`src/rtl/rhd_spi_responder_if.sv`:
```
// ---------------------------------------------------------------------------
// rhd_spi_responder_if
//
// The four-wire RHD2000 SPI bus between the acquisition master and one
// amplifier chip.
//
//   CS    chip select, active low          (master -> chip)
//   SCLK  serial clock, idles low          (master -> chip)
//   MOSI  command bits, MSB first          (master -> chip)
//   MISO  result bits, MSB first           (chip -> master)
//
// The master modport is used by whatever drives the bus (the SPI master IP or
// a testbench); the slave modport is used by the chip model.
// ---------------------------------------------------------------------------
interface rhd_spi_responder_if;
    logic CS;
    logic SCLK;
    logic MOSI;
    logic MISO;

    modport master (
        output CS,
        output SCLK,
        output MOSI,
        input  MISO
    );

    modport slave (
        input  CS,
        input  SCLK,
        input  MOSI,
        output MISO
    );
endinterface

```
`src/rtl/rhd_spi_responder.sv`:
```
// ---------------------------------------------------------------------------
// rhd_spi_responder
//
// Behavioural, synthesizable stand-in for the SPI slave side of one RHD2000
// amplifier chip. It lets the SPI master's MISO capture, delay compensation
// and data path be exercised without silicon. One instance per MOSI line.
//
// All bus inputs are oversampled in the aclk domain, so SCLK must be at most
// aclk/4.
//
// Command set (16-bit word, MSB first):
//   00CCCCCC_xxxxxxxx  CONVERT   -> {C, frame[9:0]}; frame++ when C == 0
//   10RRRRRR_DDDDDDDD  WRITE     -> {8'hFF, D}; reg[R] <= D when R <= 21
//   11RRRRRR_xxxxxxxx  READ      -> {8'h00, value of register R}
//   0x5500             CALIBRATE -> 0x0000
//   0x6A00             CLEAR     -> 0x0000; frame <= 0
//   other 01xxxxxx               -> 0xFFFF
// The result of a command is shifted out two frames later.
//
// Parameters:
//   CHIP_ID     value read back from register 63
//   DIE_REV     value read back from register 60
//   MISO_DELAY  extra aclk cycles on MISO (0..15), emulates cable round trip
//   SYNC_STAGES synchronizer depth on CS/SCLK/MOSI (2..3)
//
// Ports:
//   aclk       system clock, shared with the SPI master
//   aresetn    asynchronous active-low reset
//   spi        SPI bus, slave modport (CS, SCLK, MOSI in; MISO out)
//   cmd_count  number of complete 16-bit frames decoded, wraps at 0xFFFF
//   frame_err  one-cycle pulse when a frame ends with a bit count other
//              than 16
// ---------------------------------------------------------------------------
module rhd_spi_responder #(
    parameter logic [7:0]  CHIP_ID     = 8'd1,
    parameter logic [7:0]  DIE_REV     = 8'd1,
    parameter int unsigned MISO_DELAY  = 0,
    parameter int unsigned SYNC_STAGES = 2
) (
    input  logic                      aclk,
    input  logic                      aresetn,
    rhd_spi_responder_if.slave        spi,
    output logic [15:0]               cmd_count,
    output logic                      frame_err
);

    typedef enum logic [1:0] {
        ST_IDLE   = 2'd0,
        ST_SHIFT  = 2'd1,
        ST_DECODE = 2'd2
    } state_t;

    localparam logic [4:0] BIT_CNT_FULL = 5'd16;
    localparam logic [4:0] BIT_CNT_SAT  = 5'd17;
    localparam int         NUM_REGS     = 22;

    // ------------------------------------------------------------------
    // Input synchronizers and edge detectors
    // ------------------------------------------------------------------
    logic [SYNC_STAGES-1:0] cs_sync_q,   cs_sync_d;
    logic [SYNC_STAGES-1:0] sclk_sync_q, sclk_sync_d;
    logic [SYNC_STAGES-1:0] mosi_sync_q, mosi_sync_d;
    logic                   cs_prev_q,   cs_prev_d;
    logic                   sclk_prev_q, sclk_prev_d;

    logic cs_s;
    logic sclk_s;
    logic mosi_s;
    logic cs_fall;
    logic cs_rise;
    logic sclk_rise;
    logic sclk_fall;

    // MOSI goes through the same number of stages as SCLK so the bit seen
    // alongside a detected SCLK rise is the one the master set up for it.
    always_comb begin
        cs_sync_d   = {cs_sync_q[SYNC_STAGES-2:0],   spi.CS};
        sclk_sync_d = {sclk_sync_q[SYNC_STAGES-2:0], spi.SCLK};
        mosi_sync_d = {mosi_sync_q[SYNC_STAGES-2:0], spi.MOSI};
        cs_s        = cs_sync_q[SYNC_STAGES-1];
        sclk_s      = sclk_sync_q[SYNC_STAGES-1];
        mosi_s      = mosi_sync_q[SYNC_STAGES-1];
        cs_prev_d   = cs_s;
        sclk_prev_d = sclk_s;
        cs_fall     = cs_prev_q & ~cs_s;
        cs_rise     = ~cs_prev_q & cs_s;
        sclk_rise   = ~sclk_prev_q & sclk_s;
        sclk_fall   = sclk_prev_q & ~sclk_s;
    end

    // CS resets to its idle-high level so releasing reset with the bus idle
    // does not look like the start of a frame.
    always_ff @(posedge aclk or negedge aresetn) begin
        if (!aresetn) begin
            cs_sync_q   <= '1;
            sclk_sync_q <= '0;
            mosi_sync_q <= '0;
            cs_prev_q   <= 1'b1;
            sclk_prev_q <= 1'b0;
        end else begin
            cs_sync_q   <= cs_sync_d;
            sclk_sync_q <= sclk_sync_d;
            mosi_sync_q <= mosi_sync_d;
            cs_prev_q   <= cs_prev_d;
            sclk_prev_q <= sclk_prev_d;
        end
    end

    // ------------------------------------------------------------------
    // Chip state
    // ------------------------------------------------------------------
    state_t      state_q,     state_d;
    logic [4:0]  bit_cnt_q,   bit_cnt_d;
    logic [15:0] in_sr_q,     in_sr_d;
    logic [15:0] out_sr_q,    out_sr_d;
    logic [15:0] r1_q,        r1_d;
    logic [15:0] r2_q,        r2_d;
    logic [9:0]  frame_q,     frame_d;
    logic [15:0] cmd_count_q, cmd_count_d;
    logic        frame_err_q, frame_err_d;
    logic [7:0]  regs_q [0:NUM_REGS-1];
    logic [7:0]  regs_d [0:NUM_REGS-1];

    // ------------------------------------------------------------------
    // Command decode, evaluated on the completed input word
    // ------------------------------------------------------------------
    logic [5:0]  cmd_addr;
    logic [7:0]  cmd_data;
    logic [7:0]  rd_val;
    logic [15:0] dec_result;
    logic [9:0]  dec_frame;
    logic        dec_wr_en;

    always_comb begin
        cmd_addr   = in_sr_q[13:8];
        cmd_data   = in_sr_q[7:0];
        dec_result = 16'h0000;
        dec_frame  = frame_q;
        dec_wr_en  = 1'b0;
        rd_val     = 8'h00;

        // Registers 40..44 spell "INTAN"; everything unmapped reads zero.
        if (cmd_addr <= 6'd21) begin
            rd_val = regs_q[cmd_addr[4:0]];
        end else begin
            case (cmd_addr)
                6'd40:   rd_val = 8'h49;
                6'd41:   rd_val = 8'h4E;
                6'd42:   rd_val = 8'h54;
                6'd43:   rd_val = 8'h41;
                6'd44:   rd_val = 8'h4E;
                6'd60:   rd_val = DIE_REV;
                6'd63:   rd_val = CHIP_ID;
                default: rd_val = 8'h00;
            endcase
        end

        case (in_sr_q[15:14])
            2'b00: begin
                // The frame counter only advances on channel 0, and only
                // after the current value has been captured in the result.
                dec_result = {cmd_addr, frame_q};
                if (cmd_addr == 6'd0) begin
                    dec_frame = frame_q + 10'd1;
                end
            end
            2'b10: begin
                // Writes to unimplemented registers still echo the data.
                dec_result = {8'hFF, cmd_data};
                dec_wr_en  = (cmd_addr <= 6'd21);
            end
            2'b11: begin
                dec_result = {8'h00, rd_val};
            end
            default: begin
                if (in_sr_q == 16'h5500) begin
                    dec_result = 16'h0000;
                end else if (in_sr_q == 16'h6A00) begin
                    dec_result = 16'h0000;
                    dec_frame  = 10'd0;
                end else begin
                    dec_result = 16'hFFFF;
                end
            end
        endcase
    end

    // ------------------------------------------------------------------
    // Frame FSM: next state and datapath updates
    // ------------------------------------------------------------------
    always_comb begin
        state_d     = state_q;
        bit_cnt_d   = bit_cnt_q;
        in_sr_d     = in_sr_q;
        out_sr_d    = out_sr_q;
        r1_d        = r1_q;
        r2_d        = r2_q;
        frame_d     = frame_q;
        cmd_count_d = cmd_count_q;
        frame_err_d = 1'b0;
        regs_d      = regs_q;

        unique case (state_q)
            ST_IDLE: begin
                // The word shifted out now is the result from two frames ago.
                if (cs_fall) begin
                    state_d   = ST_SHIFT;
                    out_sr_d  = r2_q;
                    bit_cnt_d = 5'd0;
                end
            end
            ST_SHIFT: begin
                if (cs_rise) begin
                    // Clearing out_sr keeps MISO low between frames, even
                    // after an aborted one.
                    out_sr_d = 16'h0000;
                    if (bit_cnt_q == BIT_CNT_FULL) begin
                        state_d = ST_DECODE;
                    end else begin
                        frame_err_d = 1'b1;
                        state_d     = ST_IDLE;
                    end
                end else begin
                    // Saturating at 17 means over-long frames stay
                    // distinguishable from complete ones.
                    if (sclk_rise) begin
                        in_sr_d = {in_sr_q[14:0], mosi_s};
                        if (bit_cnt_q != BIT_CNT_SAT) begin
                            bit_cnt_d = bit_cnt_q + 5'd1;
                        end
                    end
                    if (sclk_fall) begin
                        out_sr_d = {out_sr_q[14:0], 1'b0};
                    end
                end
            end
            ST_DECODE: begin
                r2_d        = r1_q;
                r1_d        = dec_result;
                frame_d     = dec_frame;
                cmd_count_d = cmd_count_q + 16'd1;
                if (dec_wr_en) begin
                    regs_d[cmd_addr[4:0]] = cmd_data;
                end
                state_d = ST_IDLE;
            end
            default: begin
                state_d = ST_IDLE;
            end
        endcase
    end

    // Frame FSM registers
    always_ff @(posedge aclk or negedge aresetn) begin
        if (!aresetn) begin
            state_q     <= ST_IDLE;
            bit_cnt_q   <= 5'd0;
            in_sr_q     <= 16'h0000;
            out_sr_q    <= 16'h0000;
            r1_q        <= 16'h0000;
            r2_q        <= 16'h0000;
            frame_q     <= 10'd0;
            cmd_count_q <= 16'h0000;
            frame_err_q <= 1'b0;
            for (int i = 0; i < NUM_REGS; i++) begin
                regs_q[i] <= 8'h00;
            end
        end else begin
            state_q     <= state_d;
            bit_cnt_q   <= bit_cnt_d;
            in_sr_q     <= in_sr_d;
            out_sr_q    <= out_sr_d;
            r1_q        <= r1_d;
            r2_q        <= r2_d;
            frame_q     <= frame_d;
            cmd_count_q <= cmd_count_d;
            frame_err_q <= frame_err_d;
            for (int i = 0; i < NUM_REGS; i++) begin
                regs_q[i] <= regs_d[i];
            end
        end
    end

    assign cmd_count = cmd_count_q;
    assign frame_err = frame_err_q;

    // ------------------------------------------------------------------
    // MISO output and optional cable-delay emulation
    // ------------------------------------------------------------------
    if (MISO_DELAY == 0) begin : g_no_delay
        assign spi.MISO = out_sr_q[15];
    end else begin : g_delay
        logic [MISO_DELAY-1:0] miso_dly_q, miso_dly_d;

        // Delay applies to MISO only; the FSM still reacts with the
        // undelayed synchronizer latency.
        always_comb begin
            miso_dly_d    = miso_dly_q << 1;
            miso_dly_d[0] = out_sr_q[15];
        end

        always_ff @(posedge aclk or negedge aresetn) begin
            if (!aresetn) begin
                miso_dly_q <= '0;
            end else begin
                miso_dly_q <= miso_dly_d;
            end
        end

        assign spi.MISO = miso_dly_q[MISO_DELAY-1];
    end

endmodule

```
`src/flat_wrapper.sv`:
```
// flat-port wrapper written by rule: the top's interface ports become plain ports
module rhd_spi_responder_flat 
#(
    parameter logic [7:0]  CHIP_ID     = 8'd1,
    parameter logic [7:0]  DIE_REV     = 8'd1,
    parameter int unsigned MISO_DELAY  = 0,
    parameter int unsigned SYNC_STAGES = 2
)
  (aclk, aresetn, cmd_count, frame_err, spi_CS, spi_SCLK, spi_MOSI, spi_MISO);
  rhd_spi_responder_if spi_i ();
  input  logic aclk;
  input  logic aresetn;
  output logic [15:0] cmd_count;
  output logic frame_err;
  input wire logic [$bits(spi_i.CS)-1:0] spi_CS;
  input wire logic [$bits(spi_i.SCLK)-1:0] spi_SCLK;
  input wire logic [$bits(spi_i.MOSI)-1:0] spi_MOSI;
  output wire logic [$bits(spi_i.MISO)-1:0] spi_MISO;
  assign spi_i.CS = spi_CS;
  assign spi_i.SCLK = spi_SCLK;
  assign spi_i.MOSI = spi_MOSI;
  assign spi_MISO = spi_i.MISO;
  rhd_spi_responder #(.CHIP_ID(CHIP_ID), .DIE_REV(DIE_REV), .MISO_DELAY(MISO_DELAY), .SYNC_STAGES(SYNC_STAGES)) u_core (.aclk(aclk), .aresetn(aresetn), .spi(spi_i), .cmd_count(cmd_count), .frame_err(frame_err));
endmodule
```
`config.mk`:
```
export PLATFORM = sky130hd
export DESIGN_NAME = rhd_spi_responder_flat
export DESIGN_NICKNAME = d
export VERILOG_FILES = /design/src/rtl/rhd_spi_responder_if.sv /design/src/rtl/rhd_spi_responder.sv /design/src/flat_wrapper.sv
export SDC_FILE = /design/constraint.sdc
export NUM_CORES = 1
export LEC_CHECK = 0
export CAP_MARGIN = 20
export CORE_MARGIN = 2
export CORE_UTILIZATION = 55
export CTS_CLUSTER_SIZE = 25
export DETAILED_ROUTE_END_ITERATION = 10
export GPL_TIMING_DRIVEN = 0
export PLACE_DENSITY = 0.83
export SYNTH_ARGS = -nofsm -noshare
export SYNTH_HDL_FRONTEND = slang
export SYNTH_SLANG_ARGS = --single-unit
```
`constraint.sdc`:
```
create_clock -name aclk -period 3.15 [get_ports aclk]
set_input_delay 0.63 -clock aclk [delete_from_list [all_inputs] [get_ports aclk]]
set_output_delay 0.63 -clock aclk [all_outputs]
set_load 0.05 [all_outputs]
```
==> impl_metrics.toml <==
[clock_tree]
clock_path_buffers = 3
cts_tree = "built"
numCtsBuffers = 29
htree_levels = 1
hold_buffers = 0
cts_setup_buffers = 0
path_clk_slew_ps = 70
cts.sinks = 282
cts_resized = 0
clkLatencyLatePin_ps = 560
cts_root_buf = "clkbuf_16"

[sta]
setup_viol = 0
fin_crit_sh_pct = 93.9
hold_viol_final = 0
worst_slew_pin_slew_ps = 831
holdWs_ps = 32.4
relSlewSlack_pct = 44.6
fmax_mhz = 338
finalMaxSlewViolations = 0
clock_skew_ps = 16.5
period_needed_ps = 2960
rsz0062_at_grt = "no"

[yosys]
synth_seq_cells = 282
syn_avg_cell_area_um2 = 12.4
synth_edf_count = 0
synth_common_cells = "dfrtp_1 (279), mux2_2 (184), nand2_1 (110)"
netlist_instances = 1047
ys_seq_area_share_pct = 54.4
yosysUniqueCellTypes = 60
synth_area_leader_cell = "dfrtp_1"
netlist.area_leader.share_pct = 53.8
yosysMostFrequentCell = "dfrtp_1"
syn_nets = 1057
ys_top_cells_by_area = "dfrtp_1 (54%), mux2_2 (16%), mux4_2 (4.0%)"
synth_area_um2 = 13000
synth-main-ff-cell = "dfrtp_1"
ys_warn_count = 0
ys_async_sr_fraction_pct = 100

[grt]
grt_max_degree = 126
grt_antenna_before_repair = 0
grt_usage_pct = 26.5
grt_pass1_vias = 9133
grt_pass1_wl_mm = 50.6
grt-ovfl-total = 0

[route]
drt_first_iter_violations = 909
viasPerCell = 6.13
routed_wl_mm = 31.8
routedWlPerCell_um = 22.0
drcViolationCount = 0
num_vias = 8865
drtPass1Iterations = 5
antenna_left = 0

[min_path]
hold_path_class = "primary input to asynchronous set/reset pin"

[finish]
drive_above_1_share_pct = 27.1
nFillCells = 1796
final_cells = 1445
fin_nets = 1113
antenna_cells = 0
syn_to_final_growth_pct = 12.6
fin_area_um2 = 14600

[power_and_ir_drop]
peakVddDrop_uv = 386
p_per_area_nw_per_um2 = 549
clkPwrFrac_pct = 42.3
intPower_w = 0.00583
power.switching_w = 0.00219
combPwrFrac_pct = 9.7
pwr-share-seq_pct = 48.0
switching_share_pct = 27.3
leakage_nw = 6.79

[floorplanning]
dieArea_um2 = 24800
boundaryPins = 23
start_util_pct = 55.6
rows = 56
die_w_um = 158
coreArea_um2 = 23300
die_y_um = 158

[critical_path]
cp_max_fo = 10
path_common_cell = "buf_2"
required_ps = 3570
cp-start-kind = "register"
path_cells = "buf_2, buf_2, buf_2, mux4_2, mux2i_1, a21oi_1, o21ai_0, a31oi_1"
worstSetupPathType = "register to register"
slowest_stage = "dfrtp_1"
cp-end-kind = "register"
arrival_ps = 3380
slowest_delay_ps = 420

[placement]
dp.cells = 1391
post_dp_cell_area_um2 = 13700
dp_hpwl_mm = 21.3
io_buffers = 22
place_congestion = 0.957

[run_status]
outcome = "complete, no violations"

[run]
cap_viol_max_count = 0
-- critical path: cells and delay by family, from the launching register on --
family | cells | cell delay, ps
buffers and inverters | 3 | 1010
AO/OA/AOI/OAI | 3 | 610
multiplexers | 2 | 770
flip-flops | 1 | 420
-- cell usage in the layout, fill, tap and decap left out, drive strengths merged, types with 18 or more instances in the layout --
cell / count
nand3: 22
dfrtp: 279
nor2: 44
clkbuf: 82
nand2: 116
xnor2: 21
mux2i: 41
mux4: 23
a22oi: 18
o21ai: 47
clkdlybuf4s50: 21
mux2: 185
buf: 33
-- power by group through the flow --
stage               sequential [W]  clock (W)  combinational, W
finish                     0.00385    0.00339          0.000776
global route               0.00385    0.00359          0.000848
CTS                        0.00384    0.00342          0.000772
detailed placement         0.00391          0          0.000766
global placement           0.00391          0          0.000735
floorplan                  0.00383          0          0.000441
-- sequential cells by signal (all words and copies together) (netlist names), 5 cells and up --
register and count:
u_core.cmd_count 16, u_core.bit_cnt_q 5, u_core.frame_q 10, u_core.in_sr_q 16, u_core.r2_q 16, u_core.out_sr_q 16, u_core.r1_q 16, u_core.regs_q 176
-- metrics by stage --
| stage | util, % | total power (W) | setup TNS [ps] | worst slack [ps] |
|---|---|---|---|---|
| after detailed placement | 58.6 | 0.00467 | 0 | 374 |
| after global placement | 58.3 | 0.00464 | -2854920 | -10180 |
| after floorplan | - | 0.00427 | 0 | 1110 |
| after global routing | 62.6 | 0.00829 | 0 | 114 |
| after CTS | 62.6 | 0.00803 | 0 | 331 |
| final | 62.6 | 0.00802 | 0 | 192 |
-- per-layer routing --
metal  routed length (um)  vias up  share of wire (%)  track usage, %
met5                    0        -                  0               0
met2                15100      366                 48            43.2
met3                 2290       88                7.2            5.04
met1                13100     4531                 41            35.5
li1                     -     3880                  -               -
met4                 1300        0                4.1            10.2
-- final cells by class --
cell class | count | area (um2) | area share [%]
Tap cell | 319 | 399 | 2.73
Timing Repair Buffer | 25 | 290 | 1.99
Buffer | 68 | 310 | 2.12
Inverter | 7 | 26.3 | 0.180
Clock buffer | 44 | 842 | 5.76
Multi-Input combinational cell | 690 | 5580 | 38.2
Sequential cell | 282 | 7060 | 48.3
Clock inverter | 10 | 100 | 0.685
-- logic make-up after synthesis --
group                      count (synthesis)  share of synthesized area [%]
DFF                                      282                           54.4
and+or+nand+nor                          273                           10.8
muxes                                    249                           23.2
AOI/OAI and AO/OA                        136                           6.70
buffers and inverters                     75                           2.59
xor gates and xnor gates                  27                           1.82
adders and majority gates                  5                          0.482
-- worst paths after layout --
path                            cells past startpoint  slack (ps)                   from                    end
worst max register to register                      8         190      u_core.in_sr_q[9]         u_core.r1_q[2]
worst min-delay path                                1          30                aresetn    u_core.bit_cnt_q[2]
worst min register to register                      0         350  u_core.mosi_sync_q[0]  u_core.mosi_sync_q[1]
min in group aclk                                   0         350  u_core.mosi_sync_q[0]  u_core.mosi_sync_q[1]
worst max-delay path                                8         190      u_core.in_sr_q[9]         u_core.r1_q[2]
max in group asynchronous                           2        2060                aresetn      u_core.regs_q[32]
No activity file was read; power rests on OpenSTA's default activity.
